==> src/rtl/pulse_sched_pkg.sv <==
// Shared types and helpers for the pulse train scheduler.
// Holds the FSM state encoding and the effective-period rule.
package pulse_sched_pkg;

  typedef enum logic [1:0] {
    IDLE = 2'd0,
    RUN  = 2'd1,
    DONE = 2'd2
  } state_e;

  // A zero period behaves like a period of one clock.
  function automatic int unsigned eff_period(
    input int unsigned ticks
  );
    return (ticks == 0) ? 1 : ticks;
  endfunction

endpackage

==> src/rtl/pulse_train_scheduler_rr_arbiter.sv <==
// Round-robin arbiter: searches req starting at ptr.
// Purely combinational; grant is valid only when any req is set.
module rr_arbiter #(
  parameter int M = 4
) (
  input  logic [M-1:0]         req,
  input  logic [$clog2(M)-1:0] ptr,
  output logic [M-1:0]         grant,
  output logic [$clog2(M)-1:0] grant_id
);

  localparam int W = $clog2(M);

  logic         found;
  logic [W-1:0] idx;

  always_comb begin
    grant    = '0;
    grant_id = '0;
    found    = 1'b0;
    idx      = '0;
    for (int k = 0; k < M; k++) begin
      idx = W'((int'(ptr) + k) % M);
      if (!found && req[idx]) begin
        found      = 1'b1;
        grant[idx] = 1'b1;
        grant_id   = idx;
      end
    end
  end

endmodule

==> src/rtl/pulse_train_scheduler.sv <==
// Shares one period timer among M requesters.
// Grants round-robin and runs each pulse train to completion.
module pulse_train_scheduler
  import pulse_sched_pkg::*;
#(
  parameter int N = 8,
  parameter int C = 8,
  parameter int M = 4
) (
  input  logic                 clk,
  input  logic                 rst,
  input  logic [M-1:0]         req,
  input  logic [M-1:0][N-1:0]  req_ticks,
  input  logic [M-1:0][C-1:0]  req_count,
  input  logic                 abort,
  output logic [M-1:0]         gnt,
  output logic                 busy,
  output logic                 out,
  output logic [$clog2(M)-1:0] out_id,
  output logic [M-1:0]         done
);

  localparam int W = $clog2(M);

  state_e       state;
  state_e       state_nx;
  logic [W-1:0] ptr;
  logic [W-1:0] ptr_nx;
  logic [N-1:0] ticks_q;
  logic [N-1:0] timer;
  logic [N-1:0] period;
  logic [C-1:0] cnt;
  logic [M-1:0] arb_gnt;
  logic [W-1:0] arb_id;
  logic [M-1:0] owner_oh;
  logic         any_req;
  logic         hit;

  rr_arbiter #(
    .M(M)
  ) u_arb (
    .req     (req),
    .ptr     (ptr),
    .grant   (arb_gnt),
    .grant_id(arb_id)
  );

  assign any_req  = |req;
  assign period   = N'(eff_period(32'(ticks_q)));
  assign owner_oh = {{(M-1){1'b0}}, 1'b1} << out_id;
  assign ptr_nx   = (arb_id == W'(M - 1)) ?
                    '0 : arb_id + 1'b1;

  // An abort in the hit cycle suppresses that pulse.
  assign hit = (state == RUN) && (cnt != '0) &&
               (timer == period - N'(1)) && !abort;

  always_comb begin
    state_nx = state;
    unique case (state)
      IDLE: if (any_req) state_nx = RUN;
      RUN: begin
        if (abort)
          state_nx = IDLE;
        else if (cnt == '0)
          state_nx = DONE;
      end
      DONE:    state_nx = IDLE;
      default: state_nx = IDLE;
    endcase
  end

  always_ff @(posedge clk or negedge rst) begin
    if (!rst) begin
      state   <= IDLE;
      ptr     <= '0;
      ticks_q <= '0;
      timer   <= '0;
      cnt     <= '0;
      gnt     <= '0;
      busy    <= 1'b0;
      out     <= 1'b0;
      out_id  <= '0;
      done    <= '0;
    end else begin
      state <= state_nx;
      busy  <= (state_nx != IDLE);
      gnt   <= '0;
      done  <= '0;
      out   <= hit;
      unique case (state)
        IDLE: begin
          if (any_req) begin
            ticks_q <= req_ticks[arb_id];
            cnt     <= req_count[arb_id];
            out_id  <= arb_id;
            ptr     <= ptr_nx;
            gnt     <= arb_gnt;
            timer   <= '0;
          end
        end
        RUN: begin
          if (hit) begin
            timer <= '0;
            cnt   <= cnt - 1'b1;
          end else if (cnt != '0) begin
            timer <= timer + 1'b1;
          end
          if (!abort && cnt == '0)
            done <= owner_oh;
        end
        default: begin
          timer <= '0;
        end
      endcase
    end
  end

endmodule

==> config.mk <==
export PLATFORM = sky130hd
export DESIGN_NAME = pulse_train_scheduler
export DESIGN_NICKNAME = d
export VERILOG_FILES = /design/src/rtl/pulse_sched_pkg.sv /design/src/rtl/pulse_train_scheduler_rr_arbiter.sv /design/src/rtl/pulse_train_scheduler.sv
export SDC_FILE = /design/constraint.sdc
export NUM_CORES = 1
export LEC_CHECK = 0
export CAP_MARGIN = 20
export CORE_UTILIZATION = 49
export CTS_CLUSTER_SIZE = 24
export DETAILED_ROUTE_END_ITERATION = 16
export GPL_TIMING_DRIVEN = 0
export HOLD_SLACK_MARGIN = 0.1
export PLACE_DENSITY = 0.81
export SLEW_MARGIN = 20
export SYNTH_ARGS = -nofsm -noshare
export SYNTH_HDL_FRONTEND = slang
export SYNTH_SLANG_ARGS = --single-unit
==> constraint.sdc <==
create_clock -name clk -period 2.9 [get_ports clk]
set_input_delay 0.58 -clock clk [delete_from_list [all_inputs] [get_ports clk]]
set_output_delay 0.58 -clock clk [all_outputs]
set_load 0.005 [all_outputs]
==> flow_summary.toml <==
[status]
status = "finished clean"

[final_layout]
areaGrowthSynthToFinish_pct = 39.2
drive_gt1_share_pct = 18.0
final_nets = 505
instances_no_fill = 498
antenna_cells = 0
final_cell_area_sq_um = 4240

[die]
io_pins = 83
die_w_um = 80.9
die_area_sq_um = 6540
die_h_um = 80.9
rows = 28
initial_utilization_pct = 51.2
core-area_sq_um = 5960

[global_routing]
grt_usage_pct = 26.3
grt.overflow.total = 0
grt_pass1_vias = 2800
grt_max_degree = 23
grt_pass1_wl_mm = 13.1
antenna_found_initial = 0

[route]
ant_nets = 0
viasPerCell = 5.90
drt_wl_total_mm = 8.14
drcViolationCount = 0
dr.pass1.iters = 5
vias = 2939
first_iter_violations = 175
wl_per_cell_um = 16.3

[cts]
htree_levels = 2
insertion_delay_ps = 300
clock-root-buffer = "clkbuf_8"
cts_sinks = 40
clkSlewWorstSetupHoldPaths_ps = 90
cts_made_buffers = 5
cts_max_path_buffers = 2
ctsHoldBuffers = 0
cts_tree = "yes"

[critical_path]
arrival_ps = 2980
worstPathMaxFanout = 10
startpoint_type = "flop"
reg2regPathDepth = 9
critPathRequiredTime_ps = 3100
critPathCaptureType = "flop"
crit_type = "reg2reg"

[timing]
setup-tns-final_ps = 0
finalHoldViolCount = 0
skew_ps = 8.19
post-route-period-util_pct = 95.9
slew_headroom_pct = 42.9
fmax_mhz = 360
worst_pin_slew_ps = 833
drv_slew = 0
setup_viol = 0
hold_slack_ps = 224
fin_crit_ps = 2780

[synth]
async_flop_share_pct = 100
yosysTopAreaCell = "dfrtp_1"
synth_most_common_cell = "dfrtp_1"
synth_area_leaders = "dfrtp_1 (33%), mux2i_1 (9.2%), mux4_2 (5.2%)"
synth_top_area_share_pct = 32.8
syn_nets = 408
yosysWarnings = 0
synthTopCellsByCount = "dfrtp_1 (40), o21ai_0 (31), nand2_1 (30), mux2i_1 (28), nor2_1 (26)"
synth_seq_cells = 40
synth_cell_types = 54
synth_area_sq_um = 3050
synthCells = 325
ys.flop_type = "dfrtp_1"
seq_area_frac_synth_pct = 32.8
synth_edf_count = 0
syn_avg_cell_area_sq_um = 9.38

[pwr]
peakVddDrop_uv = 708
power.leakage_nw = 1.79
p_per_area_nw_per_um2 = 988

[place]
place_area_sq_um = 3980
dp_hpwl_mm = 6.06
place.gp.congestion = 0.872
io_buffer_count = 81
dp_cells = 482

[run]
cap_violations = 0

[min_path]
hp-class = "in2async"
-- placed cells by master (no fill, tap or decap), types with 3 or more instances in the layout --
cell	count
a211oi_1	4
a221oi_1	4
a22oi_1	4
a31oi_1	4
and3_1	3
buf_2	3
buf_4	10
buf_6	5
clkbuf_1	7
clkbuf_8	5
clkdlybuf4s50_1	80
dfrtp_1	36
dfrtp_2	4
ha_1	10
inv_1	11
mux2_2	12
mux2i_1	28
mux4_2	7
nand2_1	30
nand2b_1	5
nand3_1	8
nor2_1	25
nor2b_1	3
nor3_1	11
nor3b_1	3
o21ai_0	28
o311ai_0	4
o31ai_1	3
or3_1	6
xnor2_1	3
-- worst max-delay path, stage by stage, from the launching register on --
cell and delay (ps):
dfrtp_2 470, nor4_4 320, a21oi_2 120, ha_2 220
or3_1 370, a31oi_1 190, and4bb_2 350, nand2_4 120
or2_4 300, o311ai_2 220
-- through the flow --
| step | utilization, % | worst slack (ps) | power, mW |
|---|---|---|---|
| after floorplan | - | 225 | 2.78 |
| after global placement | 66.4 | -338 | 3.35 |
| after detailed placement | 66.8 | -413 | 3.45 |
| after CTS | 69.8 | 42.5 | 4.06 |
| after global routing | 71.3 | -10.1 | 4.50 |
| final | 71.3 | 119 | 4.19 |
-- routing by layer --
metal  part of all wire (%)  GRT usage [%]
met5                      0              0
met1                     43           32.1
met2                     50           46.3
met3                    5.0           5.06
met4                    2.2           8.21
-- layout make-up --
class / count / area [sq um]
Buffer: 18 / 120
Clock buffer: 5 / 68.8
Clock inverter: 3 / 42.5
Fill cell: 483 / 1710
Inverter: 12 / 48.8
Multi-Input combinational cell: 255 / 1970
Sequential cell: 40 / 1010
Tap cell: 75 / 93.8
Timing Repair Buffer: 90 / 893
-- worst paths after layout --
path	to	startpoint	slack [ps]
min in group clk	done[2]	out_id[0]	530
max reg2reg	cnt[5]	ticks_q[2]	120
min reg2reg	done[2]	out_id[0]	530
max in group asynchronous	ticks_q[2]	rst	2190
max	cnt[5]	ticks_q[2]	120
min	cnt[3]	rst	220
-- flip-flops by register name (all words and copies together), names as in the netlist --
register  cells
timer         8
done          4
ptr           2
ticks_q       8
gnt           4
state         2
out_id        2
busy          1
cnt           8
out           1
-- report_power, final --
part	total, mW	internal, mW	switching, mW
combinational	2.70	1.36	1.34
sequential	1.02	0.768	0.257
clock	0.465	0.255	0.211
total	4.19	2.38	1.81
-- repair_timing --
item / CTS / global route
gates resized for setup: 14 / 20
cloned: 1 / 0
hold endpoints to repair: 0 / 0
setup buffers: 3 / 4
pin swaps: 1 / 2
endpoints found under the setup margin: 18 / 26
-- cell families after synthesis --
kind of cell / share of synthesized area, %
adders and majority gates: 4.92
AOI/OAI and AO/OA: 16.6
DFF: 32.8
and+or+nand+nor: 20.6
muxes: 18.8
buffers and inverters: 4.76
xor gates and xnor gates: 1.44
(Power assumes the default switching activity.)
